===== src/rtl/cpu_ctrl_pkg.sv =====
// rtl/cpu_ctrl_pkg.sv - state encodings, control constants and per-state output decode
package cpu_ctrl_pkg;

    localparam int STATE_W = 5;

    typedef enum logic [STATE_W-1:0] {
        S_RST   = 5'd0,
        S_IF1   = 5'd1,
        S_IF2   = 5'd2,
        S_UPC   = 5'd3,
        S_DEC   = 5'd4,
        S_WIMM  = 5'd5,
        S_GETA  = 5'd6,
        S_GETB  = 5'd7,
        S_EXEC  = 5'd8,
        S_WREG  = 5'd9,
        S_ADDR  = 5'd10,
        S_LADDR = 5'd11,
        S_RD1   = 5'd12,
        S_RD2   = 5'd13,
        S_GETD  = 5'd14,
        S_PASS  = 5'd15,
        S_WR    = 5'd16,
        S_HALT  = 5'd17
    } state_t;

    localparam logic [1:0] MEM_NONE  = 2'b00;
    localparam logic [1:0] MEM_READ  = 2'b01;
    localparam logic [1:0] MEM_WRITE = 2'b10;

    localparam logic [2:0] NSEL_NONE = 3'b000;
    localparam logic [2:0] NSEL_RN   = 3'b001;
    localparam logic [2:0] NSEL_RD   = 3'b010;
    localparam logic [2:0] NSEL_RM   = 3'b100;

    localparam logic [3:0] VSEL_NONE  = 4'b0000;
    localparam logic [3:0] VSEL_C     = 4'b0001;
    localparam logic [3:0] VSEL_IMM   = 4'b0010;
    localparam logic [3:0] VSEL_MDATA = 4'b0100;
    localparam logic [3:0] VSEL_PC    = 4'b1000;

    localparam logic [2:0] OPC_LDR  = 3'b011;
    localparam logic [2:0] OPC_STR  = 3'b100;
    localparam logic [2:0] OPC_ALU  = 3'b101;
    localparam logic [2:0] OPC_MOV  = 3'b110;
    localparam logic [2:0] OPC_HALT = 3'b111;

    localparam logic [1:0] OP_ADD  = 2'b00;
    localparam logic [1:0] OP_CMP  = 2'b01;
    localparam logic [1:0] OP_AND  = 2'b10;
    localparam logic [1:0] OP_MVN  = 2'b11;
    localparam logic [1:0] OP_MOVR = 2'b00;
    localparam logic [1:0] OP_MOVI = 2'b10;

    typedef struct packed {
        logic [2:0] nsel;
        logic [3:0] vsel;
        logic       loada;
        logic       loadb;
        logic       loadc;
        logic       loads;
        logic       asel;
        logic       bsel;
        logic       write;
        logic       load_ir;
        logic       load_pc;
        logic       reset_pc;
        logic       addr_sel;
        logic       load_addr;
        logic [1:0] mem_cmd;
        logic       halted;
    } ctrl_t;

    // EXEC is the only state whose outputs depend on the held instruction.
    function automatic ctrl_t ctrl_for(state_t s, logic zero_a, logic is_cmp);
        ctrl_t c;
        c = '0;
        case (s)
            S_RST:   begin c.reset_pc = 1'b1; c.load_pc = 1'b1; end
            S_IF1:   begin c.addr_sel = 1'b1; c.mem_cmd = MEM_READ; end
            S_IF2:   begin c.addr_sel = 1'b1; c.mem_cmd = MEM_READ; c.load_ir = 1'b1; end
            S_UPC:   c.load_pc = 1'b1;
            S_WIMM:  begin c.nsel = NSEL_RN; c.vsel = VSEL_IMM; c.write = 1'b1; end
            S_GETA:  begin c.nsel = NSEL_RN; c.loada = 1'b1; end
            S_GETB:  begin c.nsel = NSEL_RM; c.loadb = 1'b1; end
            S_EXEC:  begin c.loadc = 1'b1; c.asel = zero_a; c.loads = is_cmp; end
            S_WREG:  begin c.nsel = NSEL_RD; c.vsel = VSEL_C; c.write = 1'b1; end
            S_ADDR:  begin c.bsel = 1'b1; c.loadc = 1'b1; end
            S_LADDR: c.load_addr = 1'b1;
            S_RD1:   c.mem_cmd = MEM_READ;
            S_RD2:   begin
                c.mem_cmd = MEM_READ;
                c.nsel    = NSEL_RD;
                c.vsel    = VSEL_MDATA;
                c.write   = 1'b1;
            end
            S_GETD:  begin c.nsel = NSEL_RD; c.loadb = 1'b1; end
            S_PASS:  begin c.asel = 1'b1; c.loadc = 1'b1; end
            S_WR:    c.mem_cmd = MEM_WRITE;
            S_HALT:  c.halted = 1'b1;
            default: c = '0;
        endcase
        return c;
    endfunction

endpackage


===== src/rtl/cpu_controller.sv =====
// rtl/cpu_controller.sv - multi-cycle Moore control FSM for the 16-bit register/ALU datapath
module cpu_controller
    import cpu_ctrl_pkg::*;
(
    input  logic       clk,
    input  logic       reset_n,
    input  logic [2:0] opcode,
    input  logic [1:0] op,
    output logic [2:0] nsel,
    output logic [3:0] vsel,
    output logic       loada,
    output logic       loadb,
    output logic       loadc,
    output logic       loads,
    output logic       asel,
    output logic       bsel,
    output logic       write,
    output logic       load_ir,
    output logic       load_pc,
    output logic       reset_pc,
    output logic       addr_sel,
    output logic       load_addr,
    output logic [1:0] mem_cmd,
    output logic       halted
);

    state_t state_q, state_d;
    ctrl_t  ctrl_q;

    logic is_ldr, is_mem, is_cmp, zero_a;

    assign is_ldr = (opcode == OPC_LDR) && (op == 2'b00);
    assign is_mem = is_ldr || ((opcode == OPC_STR) && (op == 2'b00));
    assign is_cmp = (opcode == OPC_ALU) && (op == OP_CMP);
    assign zero_a = ((opcode == OPC_MOV) && (op == OP_MOVR)) ||
                    ((opcode == OPC_ALU) && (op == OP_MVN));

    always_comb begin
        state_d = state_q;
        case (state_q)
            S_RST:   state_d = S_IF1;
            S_IF1:   state_d = S_IF2;
            S_IF2:   state_d = S_UPC;
            S_UPC:   state_d = S_DEC;
            S_DEC: begin
                case ({opcode, op})
                    {OPC_MOV, OP_MOVI}:                     state_d = S_WIMM;
                    {OPC_MOV, OP_MOVR}, {OPC_ALU, OP_MVN}:  state_d = S_GETB;
                    {OPC_ALU, OP_ADD}, {OPC_ALU, OP_CMP},
                    {OPC_ALU, OP_AND}, {OPC_LDR, 2'b00},
                    {OPC_STR, 2'b00}:                       state_d = S_GETA;
                    default:                                state_d = S_HALT;
                endcase
            end
            S_WIMM:  state_d = S_IF1;
            S_GETA:  state_d = is_mem ? S_ADDR : S_GETB;
            S_GETB:  state_d = S_EXEC;
            S_EXEC:  state_d = is_cmp ? S_IF1 : S_WREG;
            S_WREG:  state_d = S_IF1;
            S_ADDR:  state_d = S_LADDR;
            S_LADDR: state_d = is_ldr ? S_RD1 : S_GETD;
            S_RD1:   state_d = S_RD2;
            S_RD2:   state_d = S_IF1;
            S_GETD:  state_d = S_PASS;
            S_PASS:  state_d = S_WR;
            S_WR:    state_d = S_IF1;
            S_HALT:  state_d = S_HALT;
            default: state_d = S_RST;
        endcase
    end

    // Outputs are decoded from the next state so they change together with state_q.
    always_ff @(posedge clk or negedge reset_n) begin
        if (!reset_n) begin
            state_q <= S_RST;
            ctrl_q  <= ctrl_for(S_RST, 1'b0, 1'b0);
        end else begin
            state_q <= state_d;
            ctrl_q  <= ctrl_for(state_d, zero_a, is_cmp);
        end
    end

    assign nsel      = ctrl_q.nsel;
    assign vsel      = ctrl_q.vsel;
    assign loada     = ctrl_q.loada;
    assign loadb     = ctrl_q.loadb;
    assign loadc     = ctrl_q.loadc;
    assign loads     = ctrl_q.loads;
    assign asel      = ctrl_q.asel;
    assign bsel      = ctrl_q.bsel;
    assign write     = ctrl_q.write;
    assign load_ir   = ctrl_q.load_ir;
    assign load_pc   = ctrl_q.load_pc;
    assign reset_pc  = ctrl_q.reset_pc;
    assign addr_sel  = ctrl_q.addr_sel;
    assign load_addr = ctrl_q.load_addr;
    assign mem_cmd   = ctrl_q.mem_cmd;
    assign halted    = ctrl_q.halted;

endmodule


===== config.mk =====
export PLATFORM = sky130hd
export DESIGN_NAME = cpu_controller
export DESIGN_NICKNAME = d
export VERILOG_FILES = /design/src/rtl/cpu_ctrl_pkg.sv /design/src/rtl/cpu_controller.sv
export SDC_FILE = /design/constraint.sdc
export NUM_CORES = 1
export LEC_CHECK = 0
export CORE_ASPECT_RATIO = 1.75
export CORE_MARGIN = 2
export CORE_UTILIZATION = 30
export CTS_CLUSTER_SIZE = 28
export DETAILED_ROUTE_END_ITERATION = 8
export PLACE_DENSITY_LB_ADDON = 0.05
export SYNTH_ARGS = -nofsm -noshare
export SYNTH_HDL_FRONTEND = slang
export SYNTH_SLANG_ARGS = --single-unit

===== constraint.sdc =====
create_clock -name clk -period 1.83 [get_ports clk]
set_input_delay 0.183 -clock clk [delete_from_list [all_inputs] [get_ports clk]]
set_output_delay 0.183 -clock clk [all_outputs]
set_load 0.01 [all_outputs]

Word-level counts from Yosys, hierarchy flattened
Memories as Yosys holds them, arrays and structs flattened.
Cells that the tools add are included.
- memories: 1
- bits in read-only memories: 128
- input bits: 7
- memory bits (writable): 0
- output and inout bits: 22
- register bits: 27
- latch bits: 0
- word-level logic and storage cells: 96
- equal/unequal tests: 39
- multipliers: 0
- reductions and logical operators: 19
- $add $sub $neg: 0
- divide/modulo/power cells: 0
- mux-type cells: 20
- shift-type cells: 0
- $lt $le $gt $ge: 0
- bitwise gates (word level): 0
- memories (name ; depth ; bits a word ; read ports ; clocked after memory_dff ; wr ports ; RTL line ; text):
    (no name shown) ; 32 ; 4 ; 1 ; 0 ; 0 ; cpu_controller.sv:46 ; case ({opcode, op})
- operators with widths (cell ; number):
    5-bit by 4-bit == test with 1-bit output, second input constant ; 16
    5-bit one-hot mux with 14 select lines ; 1
    5-bit by 3-bit == test with 1-bit output, second input constant ; 7
    5-bit by 2-bit == test with 1-bit output, second input constant ; 4
    5-bit == test, second input constant ; 4
    3-bit one-hot mux with 3 select lines ; 2
    1-bit two-way mux ; 12
    5-bit by 1-bit == test with 1-bit output, second input constant ; 2
    5-bit logical NOT ; 2
    3-bit == test, second input constant ; 3
    3-bit OR reduction ; 3
    4-bit two-way mux ; 2
    2-bit OR reduction ; 4
    1-bit logical AND ; 5
    5-bit OR reduction ; 1
    2-bit one-hot mux with 2 select lines ; 1
    4-bit OR reduction ; 1
    3-bit by 2-bit == test with 1-bit output, second input constant ; 1
    2-bit by 1-bit == test with 1-bit output, second input constant ; 1
    2-bit == test, second input constant ; 1
    2-bit logical NOT ; 1
    1-bit logical OR ; 2
    2-bit two-way mux ; 1
    1-bit one-hot mux with 2 select lines ; 1

Longest topological paths before layout
Gate-level depths: netlist of run 1.
- depth in word-level cells: 8
- gate-level depth with buffers: 8
- depth with buffers taken out: 6

Worst setup path before layout of run 1
Ideal clock, no wire load.
- path kind: register to register
- from: register state_q[2]
- to: register ctrl_q, in the netlist addr_sel
- clock period less this slack: 1817 ps
- setup time: 124 ps
- required time: 1706 ps
- path slack: 13 ps
- stages on the path, launching flop included: 9
- arrival: 1693 ps
- path buffers: 2
- cells stage by stage: dfrtp_1 -> buf_2 -> nand2b_1 -> o22ai_1 -> a211oi_1 -> or4_4 -> buf_6 -> or3b_4 -> o21ai_1
- cells in the longest elaborated chain, start to end: 6
- elaborated cells between the ends (all ways): 24
- classes of those cells: eq/ne (19); mux (2); reduce/logical (3)
- ends and longest elaborated chain (item ; RTL line ; text):
    start: declaration ; cpu_controller.sv:27 ; state_t state_q, state_d;
    start signal: assignment ; cpu_controller.sv:78 ; state_q <= state_d;
    5-bit == test, or another cell as far along ; cpu_controller.sv:40 ; case (state_q)
    5-bit OR reduction (no line) ; - ;
    5-bit one-hot mux with 14 select lines * ; cpu_controller.sv:40 ;
    via state_d[0] ; cpu_controller.sv:27 ;
    5-bit by 2-bit == test with 1-bit output or 5-bit by 1-bit == test with 1-bit output (tied branches) ; cpu_ctrl_pkg.sv:78 ; case (s)
    2-bit OR reduction (no line) * ; - ;
    1-bit two-way mux * ; cpu_ctrl_pkg.sv:78 ;
    end signal: assignment ; cpu_controller.sv:76 ; ctrl_q <= ctrl_for(S_RST, 1'b0, 1'b0);
    end signal: assignment ; cpu_controller.sv:79 ; ctrl_q <= ctrl_for(state_d, zero_a, is_cmp);
    end: declaration ; cpu_controller.sv:28 ; ctrl_t ctrl_q;
The timed path passes the listed nets; every way through them passes the cells marked *.

Worst setup path after layout of run 1
- from: register state_q[4]
- to: register ctrl_q, in the netlist write
- cells in the longest elaborated chain, start to end: 6
- elaborated cells between the ends (all ways): 25
- classes of those cells: eq/ne (20); mux (2); reduce/logical (3)
- ends and longest elaborated chain (item ; RTL line):
    5-bit == test, or another cell as far along ; cpu_controller.sv:40
    5-bit OR reduction (no line) ; -
    5-bit one-hot mux with 14 select lines * ; cpu_controller.sv:40
    5-bit by 4-bit == test with 1-bit output or 5-bit by 3-bit == test with 1-bit output (tied branches) ; cpu_ctrl_pkg.sv:78
    3-bit OR reduction (no line) * ; -
    1-bit two-way mux * ; cpu_ctrl_pkg.sv:78
Mark *: on every way between the ends. The rest lies on a longest branch, timed or not.

==> results of run 1 <==
==> critical path, cell delays in order, from the launching register on <==
cell      delay [ns]
dfrtp_2         0.48
nor3_4          0.23
nand2_2         0.09
a211oi_2        0.23
or4_4           0.19
or3b_4          0.43
a21oi_2         0.13
==> cells by family after synthesis <==
group | share of synthesized area
and+or+nand+nor | 0.267
adders and majority gates | 0.00848
buffers and inverters | 0.0575
other | 0.00282
muxes | 0.0151
AOI/OAI and AO/OA | 0.145
DFF | 0.492
xor gates and xnor gates | 0.0123
==> how the worst min path moves through the flow <==
stage | to | slack [ns]
6_report | mem_cmd[1] | 0.28
3_3_place_gp | loadb | 0.57
4_1_cts | mem_cmd[1] | 0.29
5_1_grt | mem_cmd[1] | 0.31
2_1_floorplan | addr_sel | -0.11
3_5_place_dp | mem_cmd[1] | 0.58
==> flip-flops by register name (all words and copies together) (netlist names), 2 cells and up <==
register	count
vsel	3
mem_cmd	2
nsel	3
state_q	5
==> cells in the final DEF, fill, tap and decap left out, types with 2 or more instances in the layout <==
cell and count:
buf_4 43, clkdlybuf4s50_1 24, dfrtp_1 19, nand2_1 10, nor2_1 8, nand2b_1 7
inv_1 5, nor2b_1 5, dfrtp_2 5, o21ai_2 4, a21oi_1 4, clkbuf_8 4
o21ai_0 2, nor2b_4 2, nand4_1 2, a21oi_2 2, and2_1 2, nand4b_1 2
mux2i_1 2, o21a_1 2, nor3_1 2, dlygate4sd2_1 2, dfstp_2 2
==> synth_stat cells, types with 2 or more instances <==
master	instances
buf_6	2
o21ai_0	2
nand3_1	2
mux2i_1	2
a21oi_1	6
nand2b_1	8
o21ai_1	3
buf_2	4
nor3_1	3
and2_1	2
nor2b_1	8
dfstp_2	2
dfrtp_1	24
o22ai_1	2
nand4_1	2
inv_1	5
o21a_1	2
nand2_1	11
nor2_1	9
nand4b_1	2
==> repair_timing <==
action,in CTS,in global routing
pin swaps,4,10
hold buffers,0,0
setup buffers,3,3
gates resized for setup,13,19
setup endpoints to repair,9,9
endpoints found under the hold margin,0,0
==> where the power goes <==
group	internal, mW	switching (mW)	leakage, nW
clock	0.192	0.168	0.0288
combinational	1.18	0.934	0.609
sequential	0.762	0.157	0.338
==> per-layer routing <==
layer	vias up	GRT usage	wire length, µm
met5	-	0	0
met4	0	0.102	244
met3	15	0.0195	77
met2	31	0.283	2100
met1	586	0.161	1240
li1	588	-	-
==> metrics by stage <==
step	total power, mW	TNS, ns	setup WS (ns)	hold WS, ns
floorplan	1.88	0	0.0130	-0.113
global placement	2.70	-2.80	-0.328	0.574
detailed placement	2.70	-3.15	-0.353	0.579
CTS	3.19	0	0.000730	0.289
global route	3.65	-0.482	-0.103	0.314
finish	3.39	-0.0480	-0.0220	0.276
==> cell type report <==
type	instances	share of cell area
clock buffers	4	0.0261
flip-flops and latches	26	0.313
inverters	6	0.0107
repair buffers	71	0.286
well taps	51	0.0302
multi-input cells	91	0.334
==> flow_summary.ini, run 1 <==
[clocking]
cts.clk_slew.worst_paths_ns = 0.09
cts_max_level = 1
clock-sinks = 26
clk_latency_ns = 0.26
clockBufferDepth = 2
tritoncts = done
cts_made_buffers = 3
cts-root-buf = clkbuf_8

[grt]
grt_overflow = 0
grt_start_max_net_pins = 27
antenna_found_initial = 0
gr-usage-all-layers = 0.159
grt_pass1_vias = 1228
grt_pass1_wl_um = 5710

[routing]
drc_errors = 0
ant_nets = 0
wirelength_um = 3670
drtPass1Iterations = 4
drt_iter0_markers = 13
vias = 1220
vias_per_cell = 4.90
wl_per_cell_um = 14.7

[critical_path]
critPathRequiredTime_ns = 2.02
cp_max_fo = 5
r2r_cells = 6
start_kind = flip-flop
end_kind = flip-flop
r2r_start = state_q[4]
r2r_end = write
endpoint = write
critPathArrivalTime_ns = 2.05
critPathLaunch = state_q[4]
rrSetupSlack_ns = -0.02
critPathKind = reg2reg

[sta]
skew_ns = 0.00317
slew_viol_final = 0
period_share = 1.01
fmax_mhz = 540
rsz0062_at_grt = yes
setup_viol = 4
period_minus_slack_ns = 1.85
timing.final.hold_violations = 0
timing.final.ws_setup_ns = -0.0220

[finish]
layout.nets = 206
fillCellCount = 425
drive_gt1_frac = 0.434
regArea_um2 = 659
final_core_util = 0.488
antennaDiodeCount = 0
final_cell_area_um2 = 2110
syn_to_final_growth_pct = 58.9
fin_cells = 249
multiInputGateArea_um2 = 704

[yosys]
synth_cells = 131
syn_nets = 138
synth_area_leader_cell = dfrtp_1
synth_flop_cell = dfrtp_1
yosysTopAreaCellShare = 0.452
synth_enable_flop_cells = 0
yosysSeqAreaShare = 0.492
syn_avg_cell_area_um2 = 10.1
synth_area_leaders = dfrtp_1, dfstp_2, nand2b_1, nor2b_1, nand2_1
synth-seq-cells = 26
synth.distinct_cells = 50
ys_warn_count = 0
async_flop_share = 1.00
netlist_area_um2 = 1330

[floorplan]
core_region_area_um2 = 4320
dieArea_um2 = 4990
die_h_um = 92
rows = 32
dieWidth_um = 54.3
ios = 29
start_util = 0.307

[placement]
dpl_cell_area_um2 = 1890
routabilityCongestion = 0.863
dp_hpwl_um = 2910
portBuffers = 27
dp_cells = 239

[run]
drv_cap = 0

[outcome]
status = finished with violations
violations = negative setup slack

[worst_hold_path]
hold_class = in2async

[pwr]
power_density_nw_per_um2 = 1610
peakVddDrop_v = 0.000777
p_leak_nw = 0.975
(Power assumes the default switching activity.)
==> inputs of run 2 (changes only) <==
- CORE_ASPECT_RATIO: 1.75 -> 0.9
- SETUP_SLACK_MARGIN: unset -> 0.05
==> flow_summary.ini, run 2 (synthesis gave the netlist of run 1 again) <==
[critical_path]
path_buf_inv = 0
critPathKind = reg2reg
r2r_cells = 6
end_kind = flip-flop
cp_slowest_cell = or4_4
critPathRequiredTime_ns = 2.00
r2r_end = addr_sel
slowest_delay_ns = 0.57
rrSetupSlack_ns = 0.02
cp_max_fo = 6
critPathArrivalTime_ns = 1.97
r2r_start = state_q[2]
crit_chain = nor2b_4 > nand2_2 > a211oi_2 > or4_4 > or3b_4 > o21ai_1
start_kind = flip-flop
critPathTopFamily = simple AND/OR/NAND/NOR gates

[run]
drv_cap = 0

[sta]
whs_ns = 0.267
skew_ns = 0.00874
period_share = 0.988
timing.final.hold_violations = 0
fin_setup_tns_ns = 0
slew_viol_final = 0
rsz0062_at_grt = yes
fmax_mhz = 553
period_minus_slack_ns = 1.81
setup_viol = 0

[finish]
largest_reg_flops = 5
final_cell_area_um2 = 2200
top_register = state_q
antennaDiodeCount = 0
drive_gt1_frac = 0.441
layout.nets = 212
mostFrequentLayoutCell = buf_4
fillCellCount = 377
syn_to_final_growth_pct = 65.5
final_cell_mix = buf_4, clkdlybuf4s50_1, dfrtp_1
fin_cells = 264

[routing]
ant_nets = 0
wl_per_cell_um = 12.7
drt_iter0_markers = 48
vias = 1204
drc_errors = 0
wirelength_um = 3370
vias_per_cell = 4.56
drtPass1Iterations = 4

[pwr]
power_density_nw_per_um2 = 1620
p_leak_nw = 1.01
finalPower_mw = 3.56
peakVddDrop_v = 0.000678

[floorplan]
rows = 22
die_h_um = 67.1
dieArea_um2 = 4970
start_util = 0.319
dieWidth_um = 74.1
ios = 29
core_region_area_um2 = 4160

[placement]
dp_hpwl_um = 2470
portBuffers = 27
routabilityCongestion = 0.888
dp_cells = 252
dpl_cell_area_um2 = 1930

[worst_hold_path]
hold_class = in2async

[clocking]
tritoncts = done
cts.clk_slew.worst_paths_ns = 0.09
cts_made_buffers = 3
cts_max_level = 1
cts-root-buf = clkbuf_8
clock-sinks = 26
clockBufferDepth = 2
hold_buffers = 0
clk_latency_ns = 0.27

[grt]
grt_overflow = 0
gr-usage-all-layers = 0.149
grt_start_max_net_pins = 27
antenna_found_initial = 0
grt_pass1_vias = 1217
grt_pass1_wl_um = 5620

[outcome]
status = completed
==> run 2: worst reg2reg max path, stage by stage (launching register included) <==
cell	delay [ns]
dfrtp_2	0.48
nor2b_4	0.17
nand2_2	0.09
a211oi_2	0.04
or4_4	0.57
or3b_4	0.30
o21ai_1	0.06
==> run 2: power by group <==
part	leakage (nW)	switching (mW)	internal [mW]	total, mW
Clock	0.0357	0.180	0.293	0.473
Sequential	0.338	0.157	0.762	0.919
Combinational	0.641	0.912	1.25	2.17
==> run 2: worst max-delay path by stage <==
stage | startpoint | endpoint | slack, ns | cells past startpoint
floorplan | state_q[2] | addr_sel | 0.06 | 8
global placement | opcode[2] | write | -0.30 | 8
detailed placement | opcode[2] | write | -0.36 | 8
CTS | state_q[2] | addr_sel | 0.03 | 6
global route | state_q[2] | nsel[1] | -0.02 | 6
finish | state_q[2] | addr_sel | 0.02 | 6
==> run 2: repair_timing <==
| item | 4_1_cts | 5_1_grt |
|---|---|---|
| setup endpoints to repair | 9 | 10 |
| buffers inserted | 2 | 6 |
| pin swaps | 7 | 3 |
| cloned | 0 | 0 |
| resized for setup | 23 | 18 |
==> run 2: stage by stage <==
step | worst slack, ns | utilization
6_report | 0.0227 | 0.529
3_5_place_dp | -0.364 | 0.465
2_1_floorplan | 0.0567 | -
5_1_grt | -0.0192 | 0.529
3_3_place_gp | -0.300 | 0.465
4_1_cts | 0.0349 | 0.502
==> run 2: per-layer routing <==
layer  wire length, µm  GRT usage  part of all wire  vias up
met5                 0          0                 0        -
met4                34     0.0523             0.010        0
met3               155     0.0182             0.046        4
met2              1530      0.243              0.45       29
met1              1650      0.203              0.49      575
li1                  -          -                 -      596
==> run 2: final cells by class <==
class,instances,area (µm²),share of cell area
clock buffer,3,41.3,0.0188
multi-input combinational,91,707,0.322
clock inverter,1,30.0,0.0137
tap,60,75.1,0.0342
timing repair buffer,77,662,0.301
inverter,6,22.5,0.0103
sequential,26,659,0.300
